`config.mk`:
```
export PLATFORM = sky130hd
export DESIGN_NAME = scalar_writeback_arbiter_flat
export DESIGN_NICKNAME = d
export VERILOG_FILES = /design/src/rtl/scalar_pkg.sv /design/src/rtl/scalar_writeback_arbiter_if.sv /design/src/rtl/rr_arbiter.sv /design/src/rtl/scalar_writeback_arbiter.sv /design/src/flat_wrapper.sv
export SDC_FILE = /design/constraint.sdc
export NUM_CORES = 1
export LEC_CHECK = 0
export ABC_CLOCK_PERIOD_IN_PS = 3900
export BUFFER_PORTS_ARGS = -buffer_cell sky130_fd_sc_hd__buf_2
export CAP_MARGIN = 20
export CORE_ASPECT_RATIO = 0.9
export CORE_MARGIN = 3
export CORE_UTILIZATION = 40
export CTS_CLUSTER_SIZE = 8
export DETAILED_ROUTE_END_ITERATION = 7
export PLACE_DENSITY = 0.78
export SLEW_MARGIN = 30
export SYNTH_ARGS = -nofsm -noshare
export SYNTH_HDL_FRONTEND = slang
export SYNTH_SLANG_ARGS = --single-unit
```
`constraint.sdc`:
```
create_clock -name clk -period 3.9 [get_ports clk]
set_input_delay 0.39 -clock clk [delete_from_list [all_inputs] [get_ports clk]]
set_output_delay 0.39 -clock clk [all_outputs]
set_load 0.01 [all_outputs]
```
`src/rtl/scalar_pkg.sv`:
```
// Shared constants and types for the scalar writeback path.
package scalar_pkg;

  localparam int REG_W      = 36;
  localparam int NUM_REGS   = 32;
  localparam int REG_ADDR_W = 5;

  // One candidate register-file write: destination and value.
  typedef struct packed {
    logic [REG_ADDR_W-1:0] addr;
    logic [REG_W-1:0]      data;
  } wb_req_t;

endpackage

```
`src/rtl/scalar_writeback_arbiter_if.sv`:
```
// Bundle of result-source, issue and register-file signals around the writeback arbiter.
interface scalar_writeback_arbiter_if
  import scalar_pkg::*;
#(
  parameter int NUM_SRC = 3
);

  logic [NUM_SRC-1:0]            src_valid;
  logic [NUM_SRC*REG_ADDR_W-1:0] src_addr;
  logic [NUM_SRC*REG_W-1:0]      src_data;
  logic [NUM_SRC-1:0]            src_ready;
  logic                          issue_valid;
  logic [REG_ADDR_W-1:0]         issue_addr;
  logic [NUM_REGS-1:0]           pend;
  logic                          rf_we;
  logic [REG_ADDR_W-1:0]         rf_addr;
  logic [REG_W-1:0]              rf_data;
  logic                          wb_err;

  // Sources, issue logic and the register file sit on the master side.
  modport master (
    output src_valid, src_addr, src_data, issue_valid, issue_addr,
    input  src_ready, pend, rf_we, rf_addr, rf_data, wb_err
  );

  // The writeback arbiter itself.
  modport slave (
    input  src_valid, src_addr, src_data, issue_valid, issue_addr,
    output src_ready, pend, rf_we, rf_addr, rf_data, wb_err
  );

endinterface

```
`src/rtl/rr_arbiter.sv`:
```
// Combinational round-robin arbiter: grants the first requester at or after ptr, wrapping.
module rr_arbiter #(
  parameter int N     = 3,
  parameter int PTR_W = (N > 1) ? $clog2(N) : 1
) (
  input  logic [N-1:0]     req,
  input  logic [PTR_W-1:0] ptr,
  output logic [N-1:0]     gnt
);

  logic found;

  // Two passes: requesters at or above ptr first, then the wrapped-around ones below it.
  always_comb begin
    gnt   = '0;
    found = 1'b0;
    for (int i = 0; i < N; i++) begin
      if (!found && req[i] && (PTR_W'(i) >= ptr)) begin
        gnt[i] = 1'b1;
        found  = 1'b1;
      end
    end
    for (int i = 0; i < N; i++) begin
      if (!found && req[i] && (PTR_W'(i) < ptr)) begin
        gnt[i] = 1'b1;
        found  = 1'b1;
      end
    end
  end

endmodule

```
`src/rtl/scalar_writeback_arbiter.sv`:
```
// Writeback stage: merges result sources onto the single register-file write port
// and keeps the per-register pending-write scoreboard used for hazard detection.
module scalar_writeback_arbiter
  import scalar_pkg::*;
#(
  parameter int NUM_SRC = 3
) (
  input logic                       clk,
  input logic                       rst,
  scalar_writeback_arbiter_if.slave bus
);

  localparam int PTR_W = (NUM_SRC > 1) ? $clog2(NUM_SRC) : 1;

  logic [PTR_W-1:0]      rr_ptr;
  logic [PTR_W-1:0]      g_idx;
  logic [NUM_SRC-1:0]    gnt;
  logic [NUM_SRC-1:0]    ready;
  logic                  grant;
  wb_req_t               g_req;
  logic [NUM_REGS-1:0]   set_mask;
  logic [NUM_REGS-1:0]   clr_mask;
  logic [NUM_REGS-1:0]   pend_q;
  logic                  dbl_issue;
  logic                  bad_wb;
  logic                  we_q;
  logic [REG_ADDR_W-1:0] addr_q;
  logic [REG_W-1:0]      data_q;
  logic                  err_q;

  // Arbitration looks only at valid bits and the pointer, never at result data.
  rr_arbiter #(
    .N     (NUM_SRC),
    .PTR_W (PTR_W)
  ) u_arb (
    .req (bus.src_valid),
    .ptr (rr_ptr),
    .gnt (gnt)
  );

  // Grants are suppressed during reset so nothing is accepted that would be discarded.
  always_comb begin
    ready = rst ? '0 : gnt;
  end

  // Select the granted source's destination and data.
  always_comb begin
    grant = 1'b0;
    g_idx = '0;
    g_req = '0;
    for (int i = 0; i < NUM_SRC; i++) begin
      if (ready[i]) begin
        grant      = 1'b1;
        g_idx      = PTR_W'(i);
        g_req.addr = bus.src_addr[REG_ADDR_W*i +: REG_ADDR_W];
        g_req.data = bus.src_data[REG_W*i +: REG_W];
      end
    end
  end

  // Scoreboard set/clear masks and the two protocol-error conditions.
  always_comb begin
    set_mask = '0;
    clr_mask = '0;
    if (bus.issue_valid) set_mask[bus.issue_addr] = 1'b1;
    if (grant)           clr_mask[g_req.addr]     = 1'b1;
    dbl_issue = bus.issue_valid && pend_q[bus.issue_addr] && !clr_mask[bus.issue_addr];
    bad_wb    = grant && !pend_q[g_req.addr];
  end

  // Pointer, registered write port, scoreboard (set beats clear) and sticky error flag.
  always_ff @(posedge clk) begin
    if (rst) begin
      rr_ptr <= '0;
      we_q   <= 1'b0;
      addr_q <= '0;
      data_q <= '0;
      pend_q <= '0;
      err_q  <= 1'b0;
    end else begin
      we_q   <= grant;
      pend_q <= (pend_q & ~clr_mask) | set_mask;
      if (grant) begin
        rr_ptr <= (g_idx == PTR_W'(NUM_SRC - 1)) ? '0 : g_idx + 1'b1;
        addr_q <= g_req.addr;
        data_q <= g_req.data;
      end
      if (dbl_issue || bad_wb) err_q <= 1'b1;
    end
  end

  assign bus.src_ready = ready;
  assign bus.pend      = pend_q;
  assign bus.rf_we     = we_q;
  assign bus.rf_addr   = addr_q;
  assign bus.rf_data   = data_q;
  assign bus.wb_err    = err_q;

endmodule

```
`src/flat_wrapper.sv`:
```
// flat-port wrapper written by rule: the top's interface ports become plain ports
module scalar_writeback_arbiter_flat import scalar_pkg::*;
#(
  parameter int NUM_SRC = 3
)
  (clk, rst, bus_src_valid, bus_src_addr, bus_src_data, bus_issue_valid, bus_issue_addr, bus_src_ready, bus_pend, bus_rf_we, bus_rf_addr, bus_rf_data, bus_wb_err);
  scalar_writeback_arbiter_if #(.NUM_SRC(NUM_SRC)) bus_i ();
  input logic clk;
  input logic rst;
  input wire logic [$bits(bus_i.src_valid)-1:0] bus_src_valid;
  input wire logic [$bits(bus_i.src_addr)-1:0] bus_src_addr;
  input wire logic [$bits(bus_i.src_data)-1:0] bus_src_data;
  input wire logic [$bits(bus_i.issue_valid)-1:0] bus_issue_valid;
  input wire logic [$bits(bus_i.issue_addr)-1:0] bus_issue_addr;
  output wire logic [$bits(bus_i.src_ready)-1:0] bus_src_ready;
  output wire logic [$bits(bus_i.pend)-1:0] bus_pend;
  output wire logic [$bits(bus_i.rf_we)-1:0] bus_rf_we;
  output wire logic [$bits(bus_i.rf_addr)-1:0] bus_rf_addr;
  output wire logic [$bits(bus_i.rf_data)-1:0] bus_rf_data;
  output wire logic [$bits(bus_i.wb_err)-1:0] bus_wb_err;
  assign bus_i.src_valid = bus_src_valid;
  assign bus_i.src_addr = bus_src_addr;
  assign bus_i.src_data = bus_src_data;
  assign bus_i.issue_valid = bus_issue_valid;
  assign bus_i.issue_addr = bus_issue_addr;
  assign bus_src_ready = bus_i.src_ready;
  assign bus_pend = bus_i.pend;
  assign bus_rf_we = bus_i.rf_we;
  assign bus_rf_addr = bus_i.rf_addr;
  assign bus_rf_data = bus_i.rf_data;
  assign bus_wb_err = bus_i.wb_err;
  scalar_writeback_arbiter #(.NUM_SRC(NUM_SRC)) u_core (.clk(clk), .rst(rst), .bus(bus_i));
endmodule
```
==> flow_metrics.env, run 1 <==
export IMPL_cts_buffers_inserted=9
export IMPL_gp_congestion=1.016
export IMPL_clk_path_buf_depth=2
export IMPL_period_share=0.8425
export IMPL_min_path_cells=3
export IMPL_multi_input_area_sq_um=2430
export IMPL_grt_ovfl_total=0
export IMPL_synth_seq_cells=77
export IMPL_port_buffers=211
export IMPL_startpoint_type="flip-flop"
export IMPL_synthTopCellsByArea="dfxtp_1 37%, o21ai_0 8.3%, nand2_1 7.5%"
export IMPL_powerDensity_nw_per_um2=396.6
export IMPL_cts_repair_resized=0
export IMPL_wl_per_cell_um=18.70
export IMPL_synth_main_ff_cell="dfxtp_1"
export IMPL_setup_tns_ps=0
export IMPL_synth_nets=645
export IMPL_hold_buffers=0
export IMPL_vias=4911
export IMPL_start_util=0.4198
export IMPL_r2r_cells=8
export IMPL_fp_dieW_um=113.5
export IMPL_synth_cell_area_sq_um=4161
export IMPL_async_flop_share=0
export IMPL_clk_pin_slew_ps=60
export IMPL_tightestPinTransition_ps=789.1
export IMPL_hold_path_class="in -> reg"
export IMPL_grt_pass1_wl_um=23630
export IMPL_crit_type="reg -> reg"
export IMPL_final_core_util=0.5619
export IMPL_period_minus_slack_ps=3286
export IMPL_slew_headroom=0.4720
export IMPL_die_y_um=102.8
export IMPL_nNetsFinal=832
export IMPL_htreeDepth=3
export IMPL_grt_antenna_before_repair=0
export IMPL_drc_errors=0
export IMPL_cp_max_fo=27
export IMPL_yosys_warnings=0
export IMPL_yosys_area_top_type="dfxtp_1"
export IMPL_synthDistinctLibCells=54
export IMPL_cts_setup_buffers=0
export IMPL_cts_tree="yes"
export IMPL_synth_top_area_share=0.3704
export IMPL_fin_worst_skew_ps=4.875
export IMPL_drtIter0Drc=544
export IMPL_status="finished clean"
export IMPL_fillCellCount=925
export IMPL_rsz0062_at_grt="no"
export IMPL_ir_drop_mv=0.2903
export IMPL_maxCapViolations=0
export IMPL_layout_area_seq_sq_um=1541
export IMPL_yosysSeqAreaShare=0.3704
export IMPL_grt_pass1_vias=4543
export IMPL_avgSynthCellArea_sq_um=8.144
export IMPL_drt_pass1_iterations=7
export IMPL_crit_arrival_ps=3550
export IMPL_endpoint_kind="flip-flop"
export IMPL_diodes=0
export IMPL_synth_cells=511
export IMPL_crit_required_ps=4160
export IMPL_clock_sinks=77
export IMPL_fmax_mhz=304.3
export IMPL_insertion_delay_ps=340
export IMPL_ant_nets=0
export IMPL_drv_slew=0
export IMPL_core_area_sq_um=9912
export IMPL_place_hpwl_um=11630
export IMPL_vias_per_cell=5.924
export IMPL_syn_to_final_growth_pct=33.82
export IMPL_drt_total_wl_um=15500
export IMPL_cts_root_buf="clkbuf_16"
export IMPL_hold_viol_final=0
export IMPL_synth_edf_count=0
export IMPL_io_pins=212
export IMPL_drive_gt1_frac=0.3684
export IMPL_groute_usage_overall=0.2588
export IMPL_grt_max_degree=50
export IMPL_setup_violations=0
export IMPL_p_leak_nw=2.477
export IMPL_fp_row_count=34
export IMPL_dieArea_sq_um=11670
-- power by group --
group	switching [mW]	internal, mW
registers	0.0376	0.845
logic	0.272	0.186
clock network	0.321	0.547
-- per-stage QoR --
stage	cell area, sq um	power (mW)	setup WS (ps)	hold WS (ps)	cells
after detailed placement	5250	1.348	670.9	440.7	813
after global placement	5245	1.339	747.6	433.8	813
after CTS	5563	2.216	641.0	223.3	829
after floorplan	4161	1.154	1323	483.1	511
after global routing	5569	2.303	395.5	239.3	829
final	5569	2.209	614.1	235.8	829
-- cells in the mapped netlist (all sizes together), types with 3 or more instances --
cell type,instances
nand3,7
nor2,42
a22oi,18
dfxtp,77
a221oi,7
a311oi,9
a222oi,15
clkbuf,27
nor3,4
o21ai,69
buf,16
nand2,83
a31oi,6
and2,3
a21o,7
nor3b,8
nor2b,4
o22ai,4
nand3b,3
a211oi,5
a21oi,38
inv,3
nand2b,4
or3,4
mux2,3
o2111ai,10
mux4,10
-- state kept, by name, indices dropped and copies added, names as in the netlist --
signal	flops
u_core.bus.wb_err	1
u_core.bus.rf_data	36
u_core.bus.rf_we	1
u_core.bus.pend	32
u_core.bus.rf_addr	5
u_core.rr_ptr	2
-- worst paths after layout --
check                                                        start                             endpoint  slack (ps)
worst min register to register  u_core.bus.rf_addr[2]$_SDFFE_PP0P_   u_core.bus.rf_addr[2]$_SDFFE_PP0P_         450
worst max register to register       u_core.rr_ptr[0]$_SDFFE_PP0P_       u_core.bus.wb_err$_SDFFE_PP0P_         610
worst min-delay path                             bus_src_data[103]  u_core.bus.rf_data[31]$_SDFFE_PP0P_         240
worst max-delay path                 u_core.rr_ptr[0]$_SDFFE_PP0P_       u_core.bus.wb_err$_SDFFE_PP0P_         610
-- final cells by class --
class | count | area share
multi-input cells | 388 | 0.4363
flip-flops and latches | 77 | 0.2768
repair buffers | 219 | 0.2004
clock buffers | 13 | 0.04853
well taps | 126 | 0.02831
clock inverters | 3 | 0.007639
inverters | 3 | 0.002022
-- cells in the final DEF (no fill, tap or decap), types with 2 or more instances in the layout --
cell type,count
buf_2,211
nand2b_1,4
mux2i_1,2
nor3b_1,7
and2_1,3
inv_2,2
buf_4,8
nor4_1,2
a22oi_1,18
nand2_1,83
xnor2_1,2
a31oi_1,3
a311oi_1,8
or3_1,4
mux2_2,2
a31oi_2,2
a211oi_1,5
a21o_1,7
nand3_1,7
nand3b_1,3
a21oi_1,38
and3_1,2
or3b_1,2
o2111ai_1,10
clkbuf_16,9
a222oi_1,15
mux4_2,10
nor3_1,2
dfxtp_1,77
o21ai_0,69
nor2_1,42
nor2b_1,4
o22ai_1,4
a221oi_1,7
clkbuf_8,3
and3b_1,2
nor3_2,2
-- critical path: stages (launching register included) --
cell and delay, ps:
dfxtp_1 510, or3b_1 510, a31o_4 310, a31oi_4 590, mux2_2 410, o22ai_1 150, o22ai_1 80, or4b_1 490
o22ai_1 150
-- metal layers --
| layer | track usage | vias to the layer above | wire, um |
|---|---|---|---|
| met5 | 0 | - | 0 |
| met4 | 0.08041 | 0 | 285 |
| met3 | 0.1062 | 22 | 2071 |
| met2 | 0.4237 | 323 | 7393 |
| met1 | 0.3135 | 2278 | 5752 |
| li1 | - | 2288 | - |
-- logic make-up after synthesis --
group / after synthesis / synth area share
multiplexers: 15 / 0.06705
XOR/XNOR: 3 / 0.006315
AO/OA/AOI/OAI: 195 / 0.3139
buffers and inverters: 46 / 0.04961
flip-flops: 77 / 0.3704
AND/OR/NAND/NOR: 175 / 0.1927
Power figures use the tool's default switching activity.
==> run 2: changes to the inputs <==
- ABC_CLOCK_PERIOD_IN_PS: 3900 -> 3240
- clock period: 3.9 -> 3.24 ns (I/O delays scaled with it)
==> run 2 against run 1 <==
- final cell count rose by 0.84%
- total power up 16%
- largest power group unchanged
- combinational power increased by 23%
- sequential power is 20% higher
- setup slack worse by 470 ps
- design area is 0.36% higher
- sequential cell count is the same
- highest routed layer unchanged
- first-iteration DRC count grew 5.0%
- fmax increased by 6.2%
==> flow_metrics.env, run 2 (synthesis gave the netlist of run 1 again) <==
export IMPL_status="finished clean"
export IMPL_fmax_mhz=323.3
export IMPL_layout_commonest_cell="buf_2"
export IMPL_hold_buffers=0
export IMPL_powerDensity_nw_per_um2=459.7
export IMPL_wl_per_cell_um=19.02
export IMPL_diodes=0
export IMPL_cp_max_fo=12
export IMPL_rr_endpoint="u_core.bus.wb_err$_SDFFE_PP0P_"
export IMPL_gp_congestion=0.9726
export IMPL_setup_tns_ps=0
export IMPL_dieArea_sq_um=11670
export IMPL_place_hpwl_um=11870
export IMPL_drt_pass1_iterations=8
export IMPL_maxCapViolations=0
export IMPL_hp_start="bus_src_data[80]"
export IMPL_groute_usage_overall=0.2630
export IMPL_io_pins=212
export IMPL_r2r_cells=8
export IMPL_syn_to_final_growth_pct=34.31
export IMPL_most_common_layout_cells="211 x buf_2, 83 x nand2_1, 77 x dfxtp_1, 69 x o21ai_0, 42 x nor2_1"
export IMPL_grt_max_degree=40
export IMPL_cts_tree="yes"
export IMPL_insertion_delay_ps=330
export IMPL_hold_end="u_core.bus.rf_data[8]$_SDFFE_PP0P_"
export IMPL_drv_slew=0
export IMPL_setup_ws_ps=147.1
export IMPL_fp_dieW_um=113.5
export IMPL_vias_per_cell=5.968
export IMPL_hold_viol_final=0
export IMPL_fp_row_count=34
export IMPL_layout_area_seq_sq_um=1541
export IMPL_dpl_cell_area_sq_um=5283
export IMPL_die_y_um=102.8
export IMPL_r2r_start="u_core.rr_ptr[0]$_SDFFE_PP0P_"
export IMPL_drtIter0Drc=571
export IMPL_startpoint_type="flip-flop"
export IMPL_drc_errors=0
export IMPL_crit_type="reg -> reg"
export IMPL_hold_path_class="in -> reg"
export IMPL_multi_input_area_sq_um=2431
export IMPL_rsz0062_at_grt="no"
export IMPL_slew_headroom=0.4780
export IMPL_nNetsFinal=839
export IMPL_ant_nets=0
export IMPL_port_buffers=211
export IMPL_vias=4989
export IMPL_cts_root_buf="clkbuf_16"
export IMPL_period_share=0.9546
export IMPL_clock_sinks=77
export IMPL_clk_pin_slew_ps=60
export IMPL_crit_arrival_ps=3350
export IMPL_largest_reg_flops=36
export IMPL_placed_cells=818
export IMPL_p_leak_nw=2.497
export IMPL_grt_ovfl_total=0
export IMPL_period_minus_slack_ps=3093
export IMPL_core_area_sq_um=9912
export IMPL_place_ws_ps=117.6
export IMPL_drive_gt1_frac=0.3746
export IMPL_grt_antenna_before_repair=0
export IMPL_drt_total_wl_um=15900
export IMPL_min_path_cells=3
export IMPL_ir_drop_mv=0.3942
export IMPL_setup_violations=0
export IMPL_r2r_setup_slack_ps=150
export IMPL_fillCellCount=961
export IMPL_start_util=0.4198
export IMPL_endpoint_kind="flip-flop"
export IMPL_fin_area_sq_um=5589
export IMPL_cts_buffers_inserted=9
export IMPL_crit_required_ps=3490
export IMPL_layout_cells_non_filler=836
export IMPL_grt_pass1_vias=4686
export IMPL_grt_pass1_wl_um=24270
export IMPL_clk_path_buf_depth=2
export IMPL_fin_worst_skew_ps=4.116
export IMPL_tightestPinTransition_ps=779.3
export IMPL_htreeDepth=3
[run 2: timing repair]
action                                  CTS  global route
buffers inserted                          0             2
endpoints found under the setup margin    0             3
gates resized for setup                   0             2
[run 2: report_power, final]
group	total [mW]	switching [mW]	internal (mW)
clock network	0.942	0.385	0.557
registers	1.06	0.0445	1.02
logic	0.565	0.332	0.233
total	2.57	0.762	1.81
[run 2: cell type report]
cell class	count	share of cell area
sequential	77	0.2758
clock inverter	4	0.004030
inverter	3	0.002015
clock buffer	12	0.04589
multi-input combinational	388	0.4350
timing repair buffer	226	0.2091
tap	126	0.02821
[run 2: critical path, stage by stage (launching register included)]
cell	delay, ps
dfxtp_1	520
or3b_1	520
a31o_4	320
a31oi_1	580
buf_4	280
mux4_2	490
nand3_1	90
nand3_1	90
o22ai_1	120
[run 2: through the flow]
stage / util / total power, mW / hold WS [ps]
final: 0.5639 / 2.569 / 179.0
after global routing: 0.5639 / 2.682 / 190.6
after CTS: 0.5611 / 2.574 / 172.0
after detailed placement: 0.5329 / 1.632 / 440.4
after global placement: 0.5329 / 1.618 / 432.5
after floorplan: - / 1.389 / 430.7
[run 2: routing by layer]
metal  vias to the layer above  global-route usage  share of wire
li1                       2302                   -              -
met4                         0             0.07579          0.017
met3                        29             0.09800           0.13
met2                       344              0.4328           0.49
met5                         -                   0              0
met1                      2314              0.3253           0.36
[run 2: worst max path at each step]
stage	cells after the start	slack, ps	end	startpoint
detailed placement	7	120	u_core.bus.wb_err$_SDFFE_PP0P_	u_core.rr_ptr[0]$_SDFFE_PP0P_
global route	8	30	u_core.bus.wb_err$_SDFFE_PP0P_	u_core.rr_ptr[0]$_SDFFE_PP0P_
finish	8	150	u_core.bus.wb_err$_SDFFE_PP0P_	u_core.rr_ptr[0]$_SDFFE_PP0P_
global placement	9	250	u_core.bus.wb_err$_SDFFE_PP0P_	u_core.rr_ptr[0]$_SDFFE_PP0P_
CTS	7	100	u_core.bus.wb_err$_SDFFE_PP0P_	u_core.rr_ptr[0]$_SDFFE_PP0P_
floorplan	9	690	u_core.bus.wb_err$_SDFFE_PP0P_	u_core.rr_ptr[1]$_SDFFE_PP0P_
